<file path="config.mk">
export PLATFORM = sky130hd
export DESIGN_NAME = scmp_bus_ctl
export DESIGN_NICKNAME = d
export VERILOG_FILES = /design/src/rtl/scmp_bus_ctl.sv
export SDC_FILE = /design/constraint.sdc
export NUM_CORES = 1
export LEC_CHECK = 0
export CAP_MARGIN = 0
export CORE_UTILIZATION = 61
export CTS_CLUSTER_DIAMETER = 200
export DETAILED_ROUTE_END_ITERATION = 10
export DONT_BUFFER_PORTS = 1
export HOLD_SLACK_MARGIN = 0.15
export MAX_ROUTING_LAYER = met4
export PLACE_DENSITY = 0.81
export SLEW_MARGIN = 20
export SYNTH_ARGS = -nofsm -noshare
export SYNTH_HDL_FRONTEND = slang
export SYNTH_SLANG_ARGS = --single-unit
</file>
<file path="constraint.sdc">
create_clock -name clk -period 2 [get_ports clk]
set_clock_uncertainty 0.15 [all_clocks]
set_input_delay 0.4 -clock clk [delete_from_list [all_inputs] [get_ports clk]]
set_output_delay 0.4 -clock clk [all_outputs]
set_load 0.01 [all_outputs]
</file>
<file path="src/rtl/scmp_bus_ctl.sv">
// SC/MP external bus cycle sequencer: arbitration, address strobe, data strobe with wait states, release.
// Owns the BREQ/ENIN/ENOUT daisy chain and stalls the microcode sequencer until the cycle completes.
module scmp_bus_ctl #(
   parameter int ADS_CYCLES  = 1,
   parameter int DATA_CYCLES = 2,
   parameter int HOLD_MAX    = 0
) (
   input  logic       clk,
   input  logic       rst,
   input  logic       mc_ads,
   input  logic       mc_rd,
   input  logic       mc_wr,
   input  logic [3:0] mc_flags,
   output logic       mc_stall,
   output logic       data_latch,
   output logic       bus_timeout,
   input  logic       bus_ENIN,
   output logic       bus_ENOUT,
   output logic       bus_BREQ,
   input  logic       bus_HOLD,
   output logic       bus_ADS_n,
   output logic       bus_RD_n,
   output logic       bus_WR_n,
   output logic       bus_F_R,
   output logic       bus_F_I,
   output logic       bus_F_D,
   output logic       bus_F_H,
   output logic       bus_drv_en
);

   typedef enum logic [2:0] {
      S_IDLE,
      S_ARB,
      S_ADDR,
      S_DATA,
      S_DONE
   } state_t;

   localparam logic [2:0] ADS_LOAD = 3'(ADS_CYCLES);
   localparam logic [3:0] DAT_LOAD = 4'(DATA_CYCLES);
   localparam bit         HOLD_EN  = (HOLD_MAX > 0);
   localparam logic [7:0] HOLD_LIM = 8'(HOLD_EN ? HOLD_MAX - 1 : 0);

   state_t     state;
   state_t     state_nxt;
   logic [2:0] ads_cnt;
   logic [3:0] dat_cnt;
   logic [7:0] hold_cnt;
   logic       typ_rd;
   logic       typ_wr;
   logic [3:0] flags_q;

   logic       dat_last;
   logic       hold_hit;

   assign dat_last = (dat_cnt <= 4'd1);
   // Timeout fires in the DATA cycle whose hold increment would reach the limit.
   assign hold_hit = HOLD_EN && (dat_cnt == 4'd0) && bus_HOLD && (hold_cnt == HOLD_LIM);

   assign bus_ENOUT = bus_ENIN & (state == S_IDLE) & ~mc_ads & ~rst;

   always_ff @(posedge clk or posedge rst) begin
      if (rst) begin
         state    <= S_IDLE;
         ads_cnt  <= '0;
         dat_cnt  <= '0;
         hold_cnt <= '0;
         typ_rd   <= 1'b0;
         typ_wr   <= 1'b0;
         flags_q  <= '0;
      end else begin
         state <= state_nxt;
         case (state)
            S_IDLE: begin
               if (mc_ads) begin
                  typ_rd  <= mc_rd;
                  typ_wr  <= mc_wr & ~mc_rd;
                  flags_q <= mc_flags;
               end
            end
            S_ARB: begin
               if (bus_ENIN) ads_cnt <= ADS_LOAD;
            end
            S_ADDR: begin
               if (ads_cnt != 3'd0) ads_cnt <= ads_cnt - 3'd1;
               dat_cnt  <= DAT_LOAD;
               hold_cnt <= '0;
            end
            S_DATA: begin
               if (dat_cnt != 4'd0) dat_cnt <= dat_cnt - 4'd1;
               if ((dat_cnt == 4'd0) && bus_HOLD && (hold_cnt != 8'hFF))
                  hold_cnt <= hold_cnt + 8'd1;
            end
            default: ;
         endcase
      end
   end

   always_comb begin
      state_nxt   = state;
      mc_stall    = 1'b0;
      data_latch  = 1'b0;
      bus_timeout = 1'b0;
      bus_BREQ    = 1'b0;
      bus_ADS_n   = 1'b1;
      bus_RD_n    = 1'b1;
      bus_WR_n    = 1'b1;
      bus_F_R     = 1'b0;
      bus_F_I     = 1'b0;
      bus_F_D     = 1'b0;
      bus_F_H     = 1'b0;
      bus_drv_en  = 1'b0;
      case (state)
         S_IDLE: begin
            mc_stall = mc_ads & ~rst;
            if (mc_ads) state_nxt = S_ARB;
         end
         S_ARB: begin
            bus_BREQ = 1'b1;
            mc_stall = 1'b1;
            if (bus_ENIN) state_nxt = S_ADDR;
         end
         S_ADDR: begin
            bus_ADS_n  = 1'b0;
            bus_drv_en = 1'b1;
            bus_BREQ   = 1'b1;
            mc_stall   = 1'b1;
            bus_F_R    = flags_q[0];
            bus_F_I    = flags_q[1];
            bus_F_D    = flags_q[2];
            bus_F_H    = flags_q[3];
            if (ads_cnt <= 3'd1) state_nxt = (typ_rd | typ_wr) ? S_DATA : S_DONE;
         end
         S_DATA: begin
            bus_RD_n   = ~typ_rd;
            bus_WR_n   = ~typ_wr;
            bus_drv_en = 1'b1;
            bus_BREQ   = 1'b1;
            mc_stall   = 1'b1;
            if (hold_hit) begin
               bus_timeout = 1'b1;
               state_nxt   = S_DONE;
            end else if (dat_last && !bus_HOLD) begin
               data_latch = typ_rd;
               state_nxt  = S_DONE;
            end
         end
         S_DONE: begin
            bus_drv_en = typ_wr;
            state_nxt  = S_IDLE;
         end
         default: state_nxt = S_IDLE;
      endcase
   end

endmodule
</file>
* After elaboration in Yosys (flattened, before gate mapping)
Index checks and enable logic that the tools add are counted.
** Word-level totals
- Register bits after elaboration :: 16
- Bits of input ports :: 11
- Logic and storage cells :: 67
** Operators by class
- Add/sub/neg operators :: 2
- $lt $le $gt $ge :: 2
- Eq/ne operators :: 10
- Multiplexer cells :: 23
- Bitwise logic cells :: 11
- Reduce and logical (&&, ||, !) cells :: 13
** Operators with widths (count)
- two-way mux 3 bit :: 7
- inequality test 2 bit (second input constant) :: 6
- case mux 3 bit (4 select lines) :: 1
- two-way mux 1 bit :: 10
- case mux 4 bit (2 select lines) :: 1
- == test 3 x 2 -> 1 bit (second input constant) :: 2
- case mux 3 bit (2 select lines) :: 1
- AND 1 bit :: 5
- NOT 1 bit :: 5
- less-or-equal comparator 4 x 1 -> 1 bit (second input constant) :: 1
- two-way mux 4 bit :: 1
- case mux 1 bit (2 select lines) :: 2
- AND reduction 2 bit :: 2
- AND reduction 4 bit :: 1
- nonzero test 2 bit :: 2
- nonzero test 4 bit :: 1
- subtractor 4 x 1 -> 4 bit (second input constant) :: 1
- == test 3 x 1 -> 1 bit (second input constant) :: 1
- == test 3 bit (second input constant) :: 1
- less-or-equal comparator 3 x 1 -> 1 bit (second input constant) :: 1
- zero test 3 bit :: 1
- AND reduction 3 bit :: 1
- nonzero test 3 bit :: 1
- OR reduction 3 bit :: 1
- 5 further kinds :: 5

* Longest topological paths before layout
- Depth in word-level cells :: 4
- Gate-level depth with buffers :: 5
- Gate-level depth less buffers :: 5

* Worst setup path before layout
No wires, ideal clock.
- Path kind :: register to output
- Start :: register state[0]
- End :: output port bus_ENOUT
- Arrival :: 1.136 ns
- Required time :: 1.450 ns
- Slack :: 0.314 ns
- Cell stages (with the launch flop) :: 4
- Buffers on the path :: 2
- Cells stage by stage :: dfrtp_1 -> buf_6 -> buf_2 -> nor4_1
** Between the ends
- Word-level cells in the longest chain between the ends :: 4
** Ends and longest elaborated chain
- start: declaration :: line 44 : state_t state;
- start signal: assignment :: line 72 : state <= state_nxt;
- zero test 3 bit :: line 60 : assign bus_ENOUT = bus_ENIN & (state == S_IDLE) & ~mc_ads & ~rst;
- AND 1 bit (3 in a row) :: line 60
- end: declaration :: line 18 : output logic bus_ENOUT,
Every way passes these cells.

* Final worst setup path
- Start :: register state[0]
- End :: output port bus_F_R
** Between the ends
- Word-level cells in the longest chain between the ends :: 2
** Ends and longest elaborated chain
- == test 3 x 2 -> 1 bit
- two-way mux 1 bit :: line 113 : case (state)
- end: declaration :: line 24 : output logic bus_F_R,
Every way passes these cells.

==> run_results.csv <==
group,metric,value,unit
critical_path,crit_required,1.45,ns
place,io_buffer_count,0,
layout,drive_gt1_share,34.6,%
run,maxCapViolations,0,
timing,rsz0062_at_grt,"yes",
layout,antenna_cells,0,
clocking,cts-root-buf,"clkbuf_4",
timing,setup_violations,0,
layout,nets,144,
synthesis,synth_common_cells,"16 x dfrtp_1, 9 x inv_1, 9 x nand2_1, 9 x nor2_1, 6 x mux2_2",
clocking,cts_htree_levels,1,
place,hpwl,1550,um
routing,routedWlPerCell,17.8,um
die,core_area,1560,um^2
synthesis,synth_edf_count,0,
timing,final-hold-violation-count,0,
layout,final_cell_count_no_fill,143,
critical_path,cp-start-kind,"flop",
die,num_io_pins,24,
critical_path,crit_path_end_kind,"output port",
place,gp_congestion,0.835,
clocking,cts.sinks,16,
clocking,cts_buffers,3,
synthesis,syn-num-nets,123,
clocking,clockBufferDepth,2,
synthesis,synth_top_area_share,38.2,%
routing,drc,2,
global_routing,grt.total_usage,27.7,%
synthesis,synth.area.top_cells,"dfrtp_1 38%, mux2_2 6.5%, ha_1 6.0%, inv_1 3.2%, nand2_1 3.2%",
die,start_util,67.2,%
critical_path,path_class,"reg -> out",
global_routing,grt_first_pass_wirelength,3620,um
global_routing,antenna_found_initial,0,
synthesis,ys.flop_type,"dfrtp_1",
synthesis,post_synth.cell_area_avg,9.79,um^2
synthesis,ys_ff_latch,16,
layout,utilization,81.8,%
routing,dr.pass1.iters,9,
power,power_density,1570,nW/um^2
clocking,cts_tree,"done",
routing,wl,2540,um
die,chipHeight,43.4,um
timing,fin_crit_sh,98.3,%
routing,vias,900,
global_routing,grt_overflow,0,
synthesis,synth_top_area_cell,"dfrtp_1",
timing,tightestPinTransition,0.496,ns
layout,post-route-cell-area,1270,um^2
critical_path,crit_arrival,1.42,ns
synthesis,yosysMostFrequentCell,"dfrtp_1",
min_path,hp-class,"in -> reg",
synthesis,synth_cells,107,
timing,slew_headroom,66.8,%
routing,via_per_inst,6.29,
timing,fin_tns_setup,0,ns
power,peakVddDrop,1000,uV
global_routing,grt_max_degree,17,
synthesis,synth_warnings,0,
place,detailed_place.area,1060,um^2
timing,maxSlewViolCount,0,
timing,fin_hold_ws,0.154,ns
die,die_w,43.4,um
clocking,clk_pin_slew_worst_paths,0.10,ns
clocking,clkLatencyLatePin,0.30,ns
synthesis,ys_types,42,
routing,dr.first_iter.drc_count,28,
global_routing,first_global_vias,797,
routing,postRouteAntennaNets,0,
critical_path,cp_max_fo,9,
synthesis,syn_area,1050,um^2
timing,max_freq,508,MHz
status,violations,"design-rule violations",
layout,areaGrowthSynthToFinish,21.7,%
die,num_rows,14,
place,placedCellCount,123,
synthesis,async_flop_share,100,%
power,p_leak,0.562,nW
timing,period_needed,1.97,ns
status,status,"complete, but fails checks",
die,dieArea,1890,um^2
synthesis,seq_area_frac_synth,38.2,%
==> worst max-delay path: stages (launching register included) <==
cell     delay (ns)
dfrtp_2        0.50
nor3b_4        0.37
and2_1         0.24
==> placed cells by master (no fill, tap or decap), drive strengths merged, types with 2 or more instances in the layout <==
master / count
o211ai: 2
nor4: 2
nor2: 9
clkbuf: 4
ha: 5
nor2b: 2
nand2: 9
and2: 5
nor3: 2
o21bai: 2
inv: 10
buf: 15
mux2: 6
a21oi: 3
dfrtp: 16
o31ai: 4
a31oi: 2
or2: 2
dlygate4sd3: 7
==> logic make-up after synthesis <==
kind of cell | count (synthesis) | synth area share [%]
flops | 16 | 38.2
compound gates | 22 | 15.7
buf+inv | 16 | 8.60
simple gates | 40 | 23.8
other cells | 1 | 0.358
fa+ha+maj | 5 | 5.97
mux | 7 | 7.41
==> flip-flops by register name, summed over array words and instances (netlist names) <==
register and flops:
dat_cnt 4, flags_q 4, ads_cnt 3, state 3, typ_rd 1, typ_wr 1
==> metrics by stage <==
stage	setup WS (ns)	total power, mW
finish	0.0330	2.00
global route	-0.0209	2.13
CTS	0.00195	1.78
detailed placement	0.159	1.54
global placement	0.239	1.49
floorplan	0.314	1.38
==> metal layers <==
layer / track usage (%) / up-vias / part of all wire (%)
li1: - / 417 / -
met1: 33.0 / 427 / 41
met2: 46.1 / 41 / 50
met3: 8.33 / 15 / 6.1
met4: 6.88 / 0 / 3.1
met5: - / - / 0
==> area by class of cell <==
cell class / count / area [um^2]
Fill cell: 92 / 284
Timing Repair Buffer: 22 / 183
Clock buffer: 4 / 36.3
Multi-Input combinational cell: 75 / 594
Tap cell: 16 / 20.0
Sequential cell: 16 / 404
Inverter: 10 / 37.5
==> power by group <==
group          internal, mW  leakage, nW  total, mW  switching [mW]
combinational         0.566        0.347       1.13           0.568
sequential            0.470        0.193      0.653           0.183
clock                 0.111       0.0210      0.217           0.106
==> path summary, 6_finish.rpt <==
kind	start	endpoint	slack (ns)	cells past startpoint
setup / recovery	state[0]	bus_F_R	0.03	2
hold / removal	bus_ENIN	state[1]	0.15	2
setup reg to reg	state[2]	flags_q[1]	0.16	3
hold reg to reg	flags_q[2]	flags_q[2]	0.37	1
max in group asynchronous	rst	state[2]	1.06	3
min in group asynchronous	rst	ads_cnt[0]	0.43	3
==> what timing repair did <==
item	CTS	global route
setup endpoints to repair	7	7
gates resized for setup	2	9
pin swaps	0	2
endpoints found under the hold margin	22	0
hold buffers	7	0
setup buffers	0	9
Note: power is estimated with default switching activity, not from simulation.
